`src/rtl/rtc_seg_pkg.sv`:
```
// Shared constants and BCD helpers for the RTC / seven-segment block.
package rtc_seg_pkg;

    localparam logic [1:0] ADDR_TIME   = 2'd0;
    localparam logic [1:0] ADDR_ALARM  = 2'd1;
    localparam logic [1:0] ADDR_CTRL   = 2'd2;
    localparam logic [1:0] ADDR_STATUS = 2'd3;

    localparam int CTRL_RUN    = 0;
    localparam int CTRL_ALM_EN = 1;
    localparam int CTRL_BLANK  = 2;
    localparam int STAT_PEND   = 0;

    // Active-high gfedcba pattern; anything outside 0-9 is dark.
    function automatic logic [6:0] bcd_to_seg(input logic [3:0] d);
        logic [6:0] s;
        case (d)
            4'd0:    s = 7'h3F;
            4'd1:    s = 7'h06;
            4'd2:    s = 7'h5B;
            4'd3:    s = 7'h4F;
            4'd4:    s = 7'h66;
            4'd5:    s = 7'h6D;
            4'd6:    s = 7'h7D;
            4'd7:    s = 7'h07;
            4'd8:    s = 7'h7F;
            4'd9:    s = 7'h6F;
            default: s = 7'h00;
        endcase
        return s;
    endfunction

    // Returns {carry, next}; values at or past the limit wrap, so junk recovers.
    function automatic logic [8:0] bcd_inc(input logic [7:0] v, input logic [7:0] lim);
        logic [8:0] r;
        if (v >= lim)
            r = 9'h100;
        else if (v[3:0] >= 4'd9)
            r = {1'b0, v[7:4] + 4'd1, 4'd0};
        else
            r = {1'b0, v[7:4], v[3:0] + 4'd1};
        return r;
    endfunction

endpackage

```
`src/rtl/btn_debounce.sv`:
```
// Button conditioner: 2-flop synchroniser, stability counter, press pulse.
module btn_debounce #(
    parameter int DEBOUNCE_CYC = 500000
) (
    input  logic clk,
    input  logic reset,
    input  logic i_btn_n,
    output logic o_press
);
    localparam int CW = $clog2(DEBOUNCE_CYC + 1);

    logic [1:0]    r_sync;
    logic          r_level;
    logic [CW-1:0] r_cnt;
    logic          r_press;

    always_ff @(posedge clk) begin
        if (reset) begin
            r_sync  <= 2'b11;
            r_level <= 1'b1;
            r_cnt   <= '0;
            r_press <= 1'b0;
        end else begin
            r_sync  <= {r_sync[0], i_btn_n};
            r_press <= 1'b0;
            if (r_sync[1] == r_level) begin
                r_cnt <= '0;
            end else if (r_cnt == CW'(DEBOUNCE_CYC - 1)) begin
                r_cnt   <= '0;
                r_level <= r_sync[1];
                r_press <= ~r_sync[1];
            end else begin
                r_cnt <= r_cnt + 1'b1;
            end
        end
    end

    assign o_press = r_press;

endmodule

```
`src/rtl/rtc_seg_mux.sv`:
```
// BCD real-time clock with alarm, Avalon-MM registers and a scanned
// seven-segment display driver.
module rtc_seg_mux #(
    parameter int CLK_FREQ_HZ    = 50000000,
    parameter int REFRESH_HZ     = 1000,
    parameter int N_DIGITS       = 6,
    parameter int SEG_ACTIVE_LOW = 1,
    parameter int DEBOUNCE_CYC   = 500000
) (
    input  logic                clk,
    input  logic                reset,
    input  logic [1:0]          avs_address,
    input  logic                avs_read,
    input  logic                avs_write,
    input  logic [31:0]         avs_writedata,
    output logic [31:0]         avs_readdata,
    input  logic [2:0]          btn,
    output logic [7:0]          seg,
    output logic [N_DIGITS-1:0] dig_sel,
    output logic                tick_1hz,
    output logic                irq
);
    import rtc_seg_pkg::*;

    localparam int   PW       = (CLK_FREQ_HZ > 1) ? $clog2(CLK_FREQ_HZ) : 1;
    localparam int   SCAN_DIV = CLK_FREQ_HZ / REFRESH_HZ;
    localparam int   SW       = $clog2(SCAN_DIV + 1);
    localparam int   IW       = (N_DIGITS > 1) ? $clog2(N_DIGITS) : 1;
    localparam logic POL      = (SEG_ACTIVE_LOW != 0);

    logic [23:0]         r_time;
    logic [23:0]         r_alarm;
    logic [2:0]          r_ctrl;
    logic                r_pend;
    logic                r_match_q;
    logic [PW-1:0]       r_presc;
    logic                r_tick;
    logic [SW-1:0]       r_scan_cnt;
    logic [IW-1:0]       r_idx;
    logic [7:0]          r_seg;
    logic [N_DIGITS-1:0] r_dig;
    logic [31:0]         r_rdata;

    logic [2:0]          w_press;
    logic                w_run;
    logic                w_tick;
    logic                w_wr_time;
    logic                w_clr_pend;
    logic                w_match;
    logic [8:0]          w_ss;
    logic [8:0]          w_mm;
    logic [8:0]          w_hh;
    logic [23:0]         w_time_nx;
    logic [31:0]         w_disp;
    logic [3:0]          w_nib;
    logic                w_dp;
    logic [7:0]          w_seg;
    logic [N_DIGITS-1:0] w_dig;
    logic                w_unused;

    for (genvar g = 0; g < 3; g++) begin : g_btn
        btn_debounce #(.DEBOUNCE_CYC(DEBOUNCE_CYC)) u_db (
            .clk     (clk),
            .reset   (reset),
            .i_btn_n (btn[g]),
            .o_press (w_press[g])
        );
    end

    assign w_run      = r_ctrl[CTRL_RUN];
    assign w_tick     = w_run && (r_presc == PW'(CLK_FREQ_HZ - 1));
    assign w_wr_time  = avs_write && (avs_address == ADDR_TIME);
    assign w_clr_pend = avs_write && (avs_address == ADDR_STATUS)
                        && avs_writedata[STAT_PEND];
    assign w_match    = (r_time == r_alarm);
    assign w_ss       = bcd_inc(r_time[7:0], 8'h59);
    assign w_mm       = bcd_inc(r_time[15:8], 8'h59);
    assign w_hh       = bcd_inc(r_time[23:16], 8'h23);
    assign w_unused   = &{1'b0, avs_writedata[31:24]};

    // A bus write beats the buttons, which beat the tick; losers are dropped.
    always_comb begin
        w_time_nx = r_time;
        if (w_wr_time) begin
            w_time_nx = avs_writedata[23:0];
        end else if (|w_press) begin
            if (w_press[0]) w_time_nx[23:16] = w_hh[7:0];
            if (w_press[1]) w_time_nx[15:8]  = w_mm[7:0];
            if (w_press[2]) w_time_nx[7:0]   = 8'h00;
        end else if (w_tick) begin
            w_time_nx[7:0] = w_ss[7:0];
            if (w_ss[8]) begin
                w_time_nx[15:8] = w_mm[7:0];
                if (w_mm[8]) w_time_nx[23:16] = w_hh[7:0];
            end
        end
    end

    always_comb begin
        w_disp = (N_DIGITS == 4) ? {16'h0, r_time[23:8]} : {8'h0, r_time};
        w_nib  = w_disp[{r_idx, 2'b00} +: 4];
        w_dp   = !r_time[0] &&
                 (((N_DIGITS == 6) && (r_idx == IW'(2) || r_idx == IW'(4))) ||
                  ((N_DIGITS == 4) && (r_idx == IW'(2))));
        w_seg  = {w_dp, bcd_to_seg(w_nib)};
        w_dig  = N_DIGITS'(1) << r_idx;
        if (r_ctrl[CTRL_BLANK]) begin
            w_seg = '0;
            w_dig = '0;
        end
    end

    always_ff @(posedge clk) begin
        if (reset) begin
            r_time     <= '0;
            r_alarm    <= '0;
            r_ctrl     <= 3'b001;
            r_pend     <= 1'b0;
            r_match_q  <= 1'b1;
            r_presc    <= '0;
            r_tick     <= 1'b0;
            r_scan_cnt <= '0;
            r_idx      <= '0;
            r_seg      <= {8{POL}};
            r_dig      <= N_DIGITS'(1) ^ {N_DIGITS{POL}};
            r_rdata    <= '0;
        end else begin
            r_time <= w_time_nx;
            r_tick <= w_tick;

            if (w_wr_time || w_press[2])
                r_presc <= '0;
            else if (w_run)
                r_presc <= w_tick ? '0 : r_presc + 1'b1;

            if (avs_write) begin
                case (avs_address)
                    ADDR_ALARM: r_alarm <= avs_writedata[23:0];
                    ADDR_CTRL:  r_ctrl  <= avs_writedata[2:0];
                    default:    ;
                endcase
            end

            // Only a fresh match raises the flag, and it wins over a clear.
            r_match_q <= w_match;
            if (w_match && !r_match_q)
                r_pend <= 1'b1;
            else if (w_clr_pend)
                r_pend <= 1'b0;

            if (avs_read) begin
                case (avs_address)
                    ADDR_TIME:  r_rdata <= {8'h0, r_time};
                    ADDR_ALARM: r_rdata <= {8'h0, r_alarm};
                    ADDR_CTRL:  r_rdata <= {29'h0, r_ctrl};
                    default:    r_rdata <= {31'h0, r_pend};
                endcase
            end

            if (r_scan_cnt == SW'(SCAN_DIV - 1)) begin
                r_scan_cnt <= '0;
                r_idx      <= (r_idx == IW'(N_DIGITS - 1)) ? '0 : r_idx + 1'b1;
            end else begin
                r_scan_cnt <= r_scan_cnt + 1'b1;
            end

            r_seg <= w_seg ^ {8{POL}};
            r_dig <= w_dig ^ {N_DIGITS{POL}};
        end
    end

    assign avs_readdata = r_rdata;
    assign seg          = r_seg;
    assign dig_sel      = r_dig;
    assign tick_1hz     = r_tick;
    assign irq          = r_pend && r_ctrl[CTRL_ALM_EN];

endmodule

```
`config.mk`:
```
export PLATFORM = sky130hd
export DESIGN_NAME = rtc_seg_mux
export DESIGN_NICKNAME = d
export VERILOG_FILES = /design/src/rtl/rtc_seg_pkg.sv /design/src/rtl/btn_debounce.sv /design/src/rtl/rtc_seg_mux.sv
export SDC_FILE = /design/constraint.sdc
export NUM_CORES = 1
export LEC_CHECK = 0
export BUFFER_PORTS_ARGS = -buffer_cell sky130_fd_sc_hd__buf_4
export CAP_MARGIN = 20
export CORE_MARGIN = 3
export CORE_UTILIZATION = 25
export DETAILED_ROUTE_END_ITERATION = 16
export GPL_TIMING_DRIVEN = 0
export PLACE_DENSITY = 0.5
export SETUP_SLACK_MARGIN = 0.5
export SYNTH_ARGS = -nofsm -noshare
export SYNTH_HDL_FRONTEND = slang
export SYNTH_SLANG_ARGS = --single-unit
```
`constraint.sdc`:
```
create_clock -name clk -period 5.33 [get_ports clk]
set_clock_uncertainty 0.05 [all_clocks]
set_input_delay 0.7995 -clock clk [delete_from_list [all_inputs] [get_ports clk]]
set_output_delay 0.7995 -clock clk [all_outputs]
set_load 0.05 [all_outputs]
```
==> flow_metrics.py, run 1 <==
metrics = {
    "sta": {
        "post-route-worst-setup-slack_ps": 2450,
        "max-slew-margin-rel_pct": 33.3,
        "timing_hold_violations_final": 0,
        "setup_total_negative_slack_ps": 0,
        "setup-violations-final": 0,
        "final.min_clock_period_ps": 2880,
        "min_period_over_period_pct": 54.1,
        "tightest_slew_ps": 985,
        "unrepaired_setup_endpoints_after_global_routing": "false",
        "final_max_slew_violation_count": 0,
        "fmax_mhz": 347,
    },
    "finish": {
        "post-route-cell-area_um2": 11600,
        "num-nets-final": 1308,
        "layout-drive-gt1-share_pct": 13.5,
        "insertedDiodeCount": 0,
        "synthToLayoutAreaGrowth_pct": 20.3,
    },
    "placement": {
        "dpl_worst_slack_ps": 1910,
        "placed_cell_area_um2": 10800,
        "globalplace.congestion": 0.852,
        "number_of_i_o_port_buffers": 70,
        "dp.final_hpwl_mm": 18.9,
    },
    "synth": {
        "yosysWarningCount": 0,
        "syn-instance-count": 1137,
        "synth.cell_area_um2": 9640,
        "synth.area.top_cells": "dfxtp_1, nor2_1, xor2_1",
        "yosysTopAreaCell": "dfxtp_1",
        "ff_latch_count_synth": 206,
        "syn_avg_cell_area_um2": 8.48,
        "synth_top_area_share_pct": 42.8,
        "ys_seq_area_share_pct": 42.8,
        "ys_types": 68,
        "synthFlopType": "dfxtp_1",
        "async_flop_share_pct": 0,
        "synth_edf_count": 0,
    },
    "worst_setup_path": {
        "timing.critical_path.mode_cell": "o21ai_0",
        "cp_cell_sequence": "buf_4, nor3b_1, buf_2, nor2_1, nand3_1, clkbuf_1, o21ai_0, o21ai_0, a21oi_1",
        "critPathKind": "input pin to register",
        "startpoint_type": "input pin",
        "crit_path_max_fanout": 10,
        "critPathMaxStageDelay_ps": 810,
        "worst_setup_ep_type": "register",
        "worst_path_max_delay_cell": "nor3b_1",
        "arrival_time_of_data_at_the_critical_path_endpoint_ps": 3200,
        "worst-endpoint-required_ps": 5650,
    },
    "clock_tree": {
        "clkTransAtPathRegs_ps": 60,
        "cts_repair_resize_count": 0,
        "cts.sink_count": 206,
        "postCtsSetupRepairBufs": 0,
        "cts_made_buffers": 25,
        "hold_buffers": 0,
        "ctsRootBufferMaster": "clkbuf_16",
        "htree_levels": 1,
        "clock_latency_ps": 510,
        "max-clock-path-buffers": 3,
        "tritoncts": "built",
    },
    "power_and_ir_drop": {
        "netSwitchingFraction_pct": 24.1,
        "power.share.combinational_pct": 7.2,
        "internal_power_summed_over_all_cells_w": 0.00262,
        "power.leakage_nw": 4.19,
        "vdd.ir_drop.worst_uv": 153,
        "p_sw_w": 0.000834,
        "share_clk_of_total_power_pct": 46.8,
        "pwr_density_cell_nw_per_um2": 298,
        "sequential_share_of_power_pct": 46.0,
        "p_total_w": 0.00346,
    },
    "global_route": {
        "globalRoute.totalOverflow": 0,
        "grt_max_degree": 12,
        "gr-usage-all-layers_pct": 12.3,
        "first_global_vias": 7636,
        "grt_first_pass_wirelength_mm": 41.4,
        "initial_antenna_violation_count": 0,
    },
    "die": {
        "core_um2": 37800,
        "die_width_um": 202,
        "starting_density_of_the_core_pct": 25.5,
        "die_y_um": 202,
        "boundaryPins": 89,
        "floorplan.die_area_um2": 41000,
        "num_rows": 71,
    },
    "detailed_routing": {
        "finalWirelength_mm": 25.8,
        "drt_iter0_drc": 453,
        "drt_pre_antenna_iters": 5,
        "detail_route.vias_per_cell": 4.46,
        "ant_nets": 0,
        "drc": 0,
        "dr_total_vias": 7881,
        "wl_per_cell_um": 14.6,
    },
    "worst_hold_path": {
        "hold_path.class": "register to register",
    },
    "run": {
        "maxCapViolCount": 0,
    },
    "status": {
        "outcome": "completed",
    },
}
==> kinds of logic after synthesis <==
family                   count (synthesis)  share of synthesized area [%]
AND/OR/NAND/NOR                        514                           25.6
AO/OA/AOI/OAI                          164                           10.1
other                                    1                         0.0389
XOR/XNOR                               113                           10.3
buffers and inverters                   83                           3.92
adder cells (fa/ha/maj)                 26                           3.37
flip-flops                             206                           42.8
multiplexers                            30                           3.96
==> cell usage after synthesis (3+ instances only) <==
library cell / number
nor3b_1: 3
ha_1: 26
nor4_1: 9
buf_2: 8
clkbuf_1: 32
nand4_1: 29
inv_1: 28
nand2b_1: 8
dfxtp_1: 206
a32o_1: 3
nand3b_1: 6
a21oi_1: 80
o21ai_0: 39
nand3_1: 53
nand2_1: 128
a22oi_1: 6
or3_1: 7
nor3_1: 15
mux2_2: 15
xnor2_1: 54
nor2b_1: 26
mux4_2: 5
a211oi_1: 12
and3_1: 16
nor4b_1: 9
buf_4: 11
a21boi_0: 3
or2_2: 9
nor2_1: 174
mux2i_1: 10
xor2_1: 59
and4_1: 3
==> worst paths after layout <==
path                                           endpoint  slack [ps]  cells past startpoint                    start
worst min-delay path            g_btn[2].u_db.r_sync[1]         360                      1  g_btn[2].u_db.r_sync[0]
worst min register to register  g_btn[2].u_db.r_sync[1]         360                      1  g_btn[2].u_db.r_sync[0]
worst max-delay path                         r_time[14]        2450                      9           avs_address[1]
worst max register to register                   seg[6]        2630                      9                 r_idx[1]
==> critical path: cells and delay by family <==
family	cells	cell delay [ps]
AOI/OAI and AO/OA	3	410
and+or+nand+nor	3	1030
buffers and inverters	3	950
==> stage by stage <==
stage	instances	hold slack [ps]	utilization, %
after floorplan	1144	339	-
after global placement	1725	347	28.6
after detailed placement	1725	347	28.6
after CTS	1766	363	30.7
after global routing	1766	382	30.7
final	1766	362	30.7
==> flip-flops by register name (all words and copies together), names as in the netlist, 6 cells and up <==
register	count
r_time	24
avs_readdata	24
g_btn.u_db.r_sync	6
g_btn.u_db.r_cnt	57
seg	8
r_scan_cnt	16
dig_sel	6
r_alarm	24
r_presc	26
==> area by class of cell <==
class | instances | area, um2
Sequential cell | 206 | 4120
Multi-Input combinational cell | 855 | 5170
Clock inverter | 6 | 57.6
Fill cell | 4097 | 26200
Inverter | 28 | 105
Tap cell | 511 | 639
Clock buffer | 35 | 713
Buffer | 55 | 273
Timing Repair Buffer | 70 | 526
==> power by group through the flow <==
stage	clock network, W	registers (W)	logic [W]
after floorplan	0	0.00164	0.000137
after global placement	0	0.00162	0.000250
after detailed placement	0	0.00162	0.000250
after CTS	0.00167	0.00159	0.000251
after global routing	0.00173	0.00159	0.000272
final	0.00162	0.00159	0.000248
==> layout by cell type (no fill, tap or decap), types with 28 or more instances in the layout <==
| cell | count |
|---|---|
| dfxtp_1 | 206 |
| nor2_1 | 174 |
| nand2_1 | 128 |
| buf_4 | 81 |
| a21oi_1 | 80 |
| xor2_1 | 59 |
| xnor2_1 | 54 |
| nand3_1 | 53 |
| o21ai_0 | 39 |
| clkbuf_1 | 37 |
| nand4_1 | 29 |
| inv_1 | 28 |
==> metal layers <==
metal  global-route usage (%)  vias up  wire [um]  part of all wire, %
met5                        0        -          0                    0
met4                     4.45        0        849                  3.3
met3                     1.74       49       1030                  4.0
met2                     20.4      146      11800                   46
met1                     16.4     3631      12100                   47
li1                         -     4055          -                    -
(Power assumes the default switching activity.)
==> run 2: changes to the inputs <==
--- a/config.mk
+++ b/config.mk
@@ -11,7 +11,7 @@
 export CORE_UTILIZATION = 25
 export DETAILED_ROUTE_END_ITERATION = 16
 export GPL_TIMING_DRIVEN = 0
-export PLACE_DENSITY = 0.5
+export PLACE_DENSITY = 0.52
 export SETUP_SLACK_MARGIN = 0.5
 export SYNTH_ARGS = -nofsm -noshare
 export SYNTH_HDL_FRONTEND = slang
==> constraint.sdc (replaced) <==
create_clock -name clk -period 2.37 [get_ports clk]
set_clock_uncertainty 0.05 [all_clocks]
set_input_delay 0.3555 -clock clk [delete_from_list [all_inputs] [get_ports clk]]
set_output_delay 0.3555 -clock clk [all_outputs]
set_load 0.05 [all_outputs]
==> flow_metrics.py, run 2 (same netlist as run 1, synthesis figures left out) <==
metrics = {
    "status": {
        "outcome": "completed",
    },
    "finish": {
        "final_util_pct": 33.5,
        "max_ffs_per_register": 57,
        "synthToLayoutAreaGrowth_pct": 31.4,
        "layout.cells.non_filler": 1808,
        "final_common_cell": "dfxtp_1",
        "layout_top_registers": "g_btn.u_db.r_cnt x57, r_presc x26",
        "post-route-cell-area_um2": 12700,
        "insertedDiodeCount": 0,
        "layout_common_cells": "dfxtp_1, nor2_1, nand2_1",
        "num-nets-final": 1346,
        "layout-drive-gt1-share_pct": 23.7,
        "largest-register": "g_btn.u_db.r_cnt",
    },
    "sta": {
        "max-slew-margin-rel_pct": 39.4,
        "min_period_over_period_pct": 97.2,
        "fmax_mhz": 434,
        "unrepaired_setup_endpoints_after_global_routing": "true",
        "final_max_slew_violation_count": 0,
        "setup-violations-final": 0,
        "tightest_slew_ps": 910,
        "setup_total_negative_slack_ps": 0,
        "final.min_clock_period_ps": 2300,
        "timing_hold_violations_final": 0,
    },
    "global_route": {
        "gr-usage-all-layers_pct": 12.7,
        "globalRoute.totalOverflow": 0,
        "initial_antenna_violation_count": 0,
        "grt_first_pass_wirelength_mm": 43.0,
        "first_global_vias": 8167,
        "grt_max_degree": 13,
    },
    "worst_setup_path": {
        "arrival_time_of_data_at_the_critical_path_endpoint_ps": 2660,
        "critPathCapture": "r_time[20]",
        "timing.critical_path.mode_cell": "buf_6",
        "timing.reg2reg.setup_slack_ps": 70,
        "worstSetupPathDepth": 8,
        "critPathMaxStageDelay_ps": 540,
        "worst_r2r_path_depth": 8,
        "timing.critical_path.max_delay_family": "simple AND/OR/NAND/NOR gates",
        "critical_path.reg2reg.endpoint": "r_time[20]",
        "critical_path_buf_inv_count": 2,
        "worst_setup_ep_type": "register",
        "worst_path_max_delay_cell": "or4_4",
        "critPathKind": "register to register",
        "r2r_start": "r_presc[8]",
        "startpoint_type": "register",
        "worst-endpoint-required_ps": 2730,
        "cp_cell_sequence": "or4_4, nor4_4, nand4_1, a21boi_4, buf_6, buf_6, a21oi_2, o21a_1",
        "startpoint": "r_presc[8]",
        "crit_path_max_fanout": 6,
    },
    "die": {
        "die_width_um": 202,
        "die_y_um": 202,
        "core_um2": 37800,
        "starting_density_of_the_core_pct": 25.5,
        "boundaryPins": 89,
        "num_rows": 71,
        "floorplan.die_area_um2": 41000,
    },
    "worst_hold_path": {
        "hold_path.class": "input pin to register",
        "hold_depth": 3,
    },
    "power_and_ir_drop": {
        "netSwitchingFraction_pct": 24.0,
        "p_sw_w": 0.00197,
        "internal_power_summed_over_all_cells_w": 0.00625,
        "power.share.combinational_pct": 7.9,
        "power.leakage_nw": 4.73,
        "sequential_share_of_power_pct": 43.5,
        "pwr_density_cell_nw_per_um2": 649,
        "vdd.ir_drop.worst_uv": 464,
        "share_clk_of_total_power_pct": 48.6,
    },
    "detailed_routing": {
        "finalWirelength_mm": 26.9,
        "drc": 0,
        "ant_nets": 0,
        "dr_total_vias": 8192,
        "wl_per_cell_um": 14.9,
        "drt_iter0_drc": 379,
        "detail_route.vias_per_cell": 4.53,
        "drt_pre_antenna_iters": 5,
    },
    "clock_tree": {
        "tritoncts": "built",
        "clock_latency_ps": 530,
        "ctsRootBufferMaster": "clkbuf_16",
        "cts.sink_count": 206,
        "cts_made_buffers": 25,
        "max-clock-path-buffers": 3,
        "htree_levels": 1,
        "clkTransAtPathRegs_ps": 60,
    },
    "placement": {
        "numPlacedInstances": 1725,
        "number_of_i_o_port_buffers": 70,
        "placed_cell_area_um2": 10900,
        "globalplace.congestion": 0.845,
        "dp.final_hpwl_mm": 19.0,
    },
    "run": {
        "maxCapViolCount": 0,
    },
}
-- run 2: worst min-delay path, delay by kind of cell --
family | cells | cell delay [ps]
buffers and inverters | 1 | 120
and+or+nand+nor | 1 | 50
AOI/OAI and AO/OA | 1 | 50
-- run 2: worst min-delay path by stage --
stage	startpoint	endpoint
after CTS	avs_writedata[11]	r_alarm[11]
final	avs_writedata[9]	r_alarm[9]
after detailed placement	g_btn[1].u_db.r_sync[0]	g_btn[1].u_db.r_sync[1]
after global placement	g_btn[2].u_db.r_sync[0]	g_btn[2].u_db.r_sync[1]
after floorplan	g_btn[0].u_db.r_sync[0]	g_btn[0].u_db.r_sync[1]
after global routing	avs_writedata[10]	r_alarm[10]
-- run 2: final cells by class --
class	count	area [um2]
sequential	206	4150
multi-input combinational	856	5680
clock buffer	34	729
timing repair buffer	107	862
fill	4027	25200
clock inverter	11	144
tap	511	639
buffer	55	364
inverter	28	105
-- run 2: what timing repair did --
action,4_1_cts,5_1_grt
setup buffers,20,12
pin swaps,17,29
hold buffers,3,0
hold endpoints to repair,3,0
endpoints found under the setup margin,143,110
gates cloned,2,1
resized for setup,64,95
-- run 2: power groups by stage --
stage	Combinational [W]	Clock [W]	Sequential, W
after global routing	0.000705	0.00424	0.00358
after CTS	0.000613	0.00410	0.00357
after detailed placement	0.000577	0	0.00365
after global placement	0.000573	0	0.00365
after floorplan	0.000319	0	0.00369
final	0.000651	0.00399	0.00357
-- run 2: per-layer routing --
metal	part of all wire (%)	wire, um	vias to the layer above	global-route usage, %
met2	46	12300	167	21.2
met1	46	12500	3831	16.7
met5	0	0	-	0
met3	4.3	1150	54	2.06
met4	3.5	944	0	4.73
li1	-	-	4140	-
-- run 2: stage by stage --
stage	worst slack, ps	total power, W	hold slack [ps]
finish	66.6	0.00822	34.5
global route	-19.2	0.00852	31.2
CTS	9.35	0.00828	14.9
detailed placement	-281	0.00423	345
global placement	-312	0.00422	345
floorplan	320	0.00401	339
==> run 3: changes to the inputs <==
--- a/config.mk
+++ b/config.mk
@@ -7,11 +7,13 @@
 export LEC_CHECK = 0
 export BUFFER_PORTS_ARGS = -buffer_cell sky130_fd_sc_hd__buf_4
 export CAP_MARGIN = 20
+export CELL_PAD_IN_SITES_DETAIL_PLACEMENT = 1
+export CELL_PAD_IN_SITES_GLOBAL_PLACEMENT = 1
 export CORE_MARGIN = 3
 export CORE_UTILIZATION = 25
 export DETAILED_ROUTE_END_ITERATION = 16
 export GPL_TIMING_DRIVEN = 0
-export PLACE_DENSITY = 0.52
+export PLACE_DENSITY = 0.61
 export SETUP_SLACK_MARGIN = 0.5
 export SYNTH_ARGS = -nofsm -noshare
 export SYNTH_HDL_FRONTEND = slang
==> flow_metrics.py, run 3 (same netlist as run 1, synthesis figures left out) <==
metrics = {
    "status": {
        "outcome": "finished, violations left",
        "violations": "negative setup slack",
    },
    "power_and_ir_drop": {
        "pwr_density_cell_nw_per_um2": 643,
        "p_total_w": 0.00827,
        "power.leakage_nw": 4.79,
        "vdd.ir_drop.worst_uv": 449,
    },
    "finish": {
        "layout.cells.non_filler": 1827,
        "largest-register": "g_btn.u_db.r_cnt",
        "final_common_cell": "dfxtp_1",
        "fillers": 4483,
        "layout_top_registers": "g_btn.u_db.r_cnt x57, r_presc x26",
        "synthToLayoutAreaGrowth_pct": 33.4,
        "max_ffs_per_register": 57,
        "layout-drive-gt1-share_pct": 25.8,
        "insertedDiodeCount": 0,
        "num-nets-final": 1363,
        "layout_common_cells": "dfxtp_1, nor2_1, nand2_1",
    },
    "clock_tree": {
        "htree_levels": 1,
        "ctsRootBufferMaster": "clkbuf_16",
        "clock_latency_ps": 540,
        "clkTransAtPathRegs_ps": 60,
        "cts.sink_count": 206,
        "cts_made_buffers": 26,
        "tritoncts": "built",
        "max-clock-path-buffers": 3,
    },
    "global_route": {
        "grt_first_pass_wirelength_mm": 47.7,
        "initial_antenna_violation_count": 0,
        "gr-usage-all-layers_pct": 14.3,
        "grt_max_degree": 14,
        "globalRoute.totalOverflow": 0,
        "first_global_vias": 8757,
    },
    "worst_setup_path": {
        "cp_cell_sequence": "or4bb_4, nor4_4, nand4_1, a21boi_4, buf_2, a21oi_1, o21a_1",
        "critical_path_buf_inv_count": 1,
        "critPathKind": "register to register",
        "critPathCapture": "r_time[20]",
        "critical_path.reg2reg.endpoint": "r_time[20]",
        "worst_setup_ep_type": "register",
        "worst-endpoint-required_ps": 2740,
        "critPathMaxStageDelay_ps": 550,
        "r2r_start": "r_presc[19]",
        "startpoint": "r_presc[19]",
        "timing.reg2reg.setup_slack_ps": -4,
        "worst_r2r_path_depth": 7,
        "timing.critical_path.max_delay_family": "simple AND/OR/NAND/NOR gates",
        "crit_path_max_fanout": 5,
        "arrival_time_of_data_at_the_critical_path_endpoint_ps": 2740,
        "worst_path_max_delay_cell": "or4bb_4",
        "worstSetupPathDepth": 7,
        "startpoint_type": "register",
    },
    "sta": {
        "timing_hold_violations_final": 0,
        "tightest_slew_ps": 767,
        "unrepaired_setup_endpoints_after_global_routing": "true",
        "setup_total_negative_slack_ps": -3.96,
        "min_period_over_period_pct": 100,
        "final_max_slew_violation_count": 0,
        "max-slew-margin-rel_pct": 48.9,
        "post-route-worst-setup-slack_ps": -3.96,
        "fmax_mhz": 421,
        "final.min_clock_period_ps": 2370,
        "setup-violations-final": 1,
    },
    "die": {
        "floorplan.die_area_um2": 41000,
        "die_y_um": 202,
        "die_width_um": 202,
        "num_rows": 71,
        "core_um2": 37800,
        "boundaryPins": 89,
        "starting_density_of_the_core_pct": 25.5,
    },
    "placement": {
        "numPlacedInstances": 1725,
        "number_of_i_o_port_buffers": 70,
        "dp.final_hpwl_mm": 21.1,
        "globalplace.congestion": 0.812,
    },
    "detailed_routing": {
        "ant_nets": 0,
        "finalWirelength_mm": 30.0,
        "detail_route.vias_per_cell": 4.63,
        "dr_total_vias": 8455,
        "drt_iter0_drc": 355,
        "wl_per_cell_um": 16.4,
        "drc": 0,
        "drt_pre_antenna_iters": 4,
    },
    "run": {
        "maxCapViolCount": 0,
    },
    "worst_hold_path": {
        "hold_path.class": "input pin to register",
    },
}
-- run 3: cell types whose count changed in the layout (fill, tap and decap cells not counted), sizes merged --
cell,before,now
inv,30,29
bufinv,3,2
clkbuf,64,63
clkinvlp,1,0
buf,129,146
clkinv,5,11
-- run 3: metrics by stage --
step / instance area, um2 / worst slack (ps) / util, % / hold WS [ps]
6_report: 12900 / -3.96 / 34.0 / 25.6
5_1_grt: 12900 / -107 / 34.0 / 2.44
4_1_cts: 12500 / 5.65 / 33.1 / 0.128
3_5_place_dp: 10900 / -381 / 28.8 / 353
3_3_place_gp: 10900 / -321 / 28.8 / 345
2_1_floorplan: 9750 / 320 / - / 339
-- run 3: worst min path at each step --
stage | endpoint | from | cells after the start
3_3_place_gp | g_btn[2].u_db.r_sync[1] | g_btn[2].u_db.r_sync[0] | 1
4_1_cts | r_alarm[12] | avs_writedata[12] | 3
2_1_floorplan | g_btn[0].u_db.r_sync[1] | g_btn[0].u_db.r_sync[0] | 1
3_5_place_dp | g_btn[2].u_db.r_sync[1] | g_btn[2].u_db.r_sync[0] | 1
5_1_grt | r_alarm[12] | avs_writedata[12] | 3
6_report | r_alarm[12] | avs_writedata[12] | 3
-- run 3: cell type report --
| cell class | count | area (um2) | area share [%] |
|---|---|---|---|
| buffer | 55 | 363 | 2.82 |
| clock buffer | 34 | 741 | 5.76 |
| clock inverter | 14 | 135 | 1.05 |
| inverter | 28 | 108 | 0.837 |
| multi-input combinational | 856 | 5670 | 44.0 |
| sequential | 206 | 4160 | 32.4 |
| tap | 511 | 639 | 4.97 |
| timing repair buffer | 123 | 1050 | 8.14 |
-- run 3: power by group --
group	switching, W	internal, W
Combinational	0.000416	0.000276
Clock	0.00159	0.00242
Sequential	0.0000531	0.00352
Total	0.00206	0.00621
-- run 3: layer usage --
metal	track usage (%)	share of wire (%)	up-vias
met5	0	0	-
met4	3.89	2.5	0
met3	2.25	4.0	52
met2	25.1	50	127
met1	18.1	44	4098
li1	-	-	4178
-- run 3: what timing repair did --
item,in CTS,in global routing
gates resized for setup,100,74
hold endpoints to repair,3,0
gates cloned,4,0
buffers inserted,33,14
setup endpoints to repair,162,104
hold buffers,3,0
pin swaps,33,26
-- run 3: worst register-to-register path, cell delays in order, from the launching register on --
cell and delay, ps:
dfxtp_2 340, or4bb_4 550, nor4_4 400, nand4_1 210, a21boi_4 280, buf_2 230, a21oi_1 90, o21a_1 130
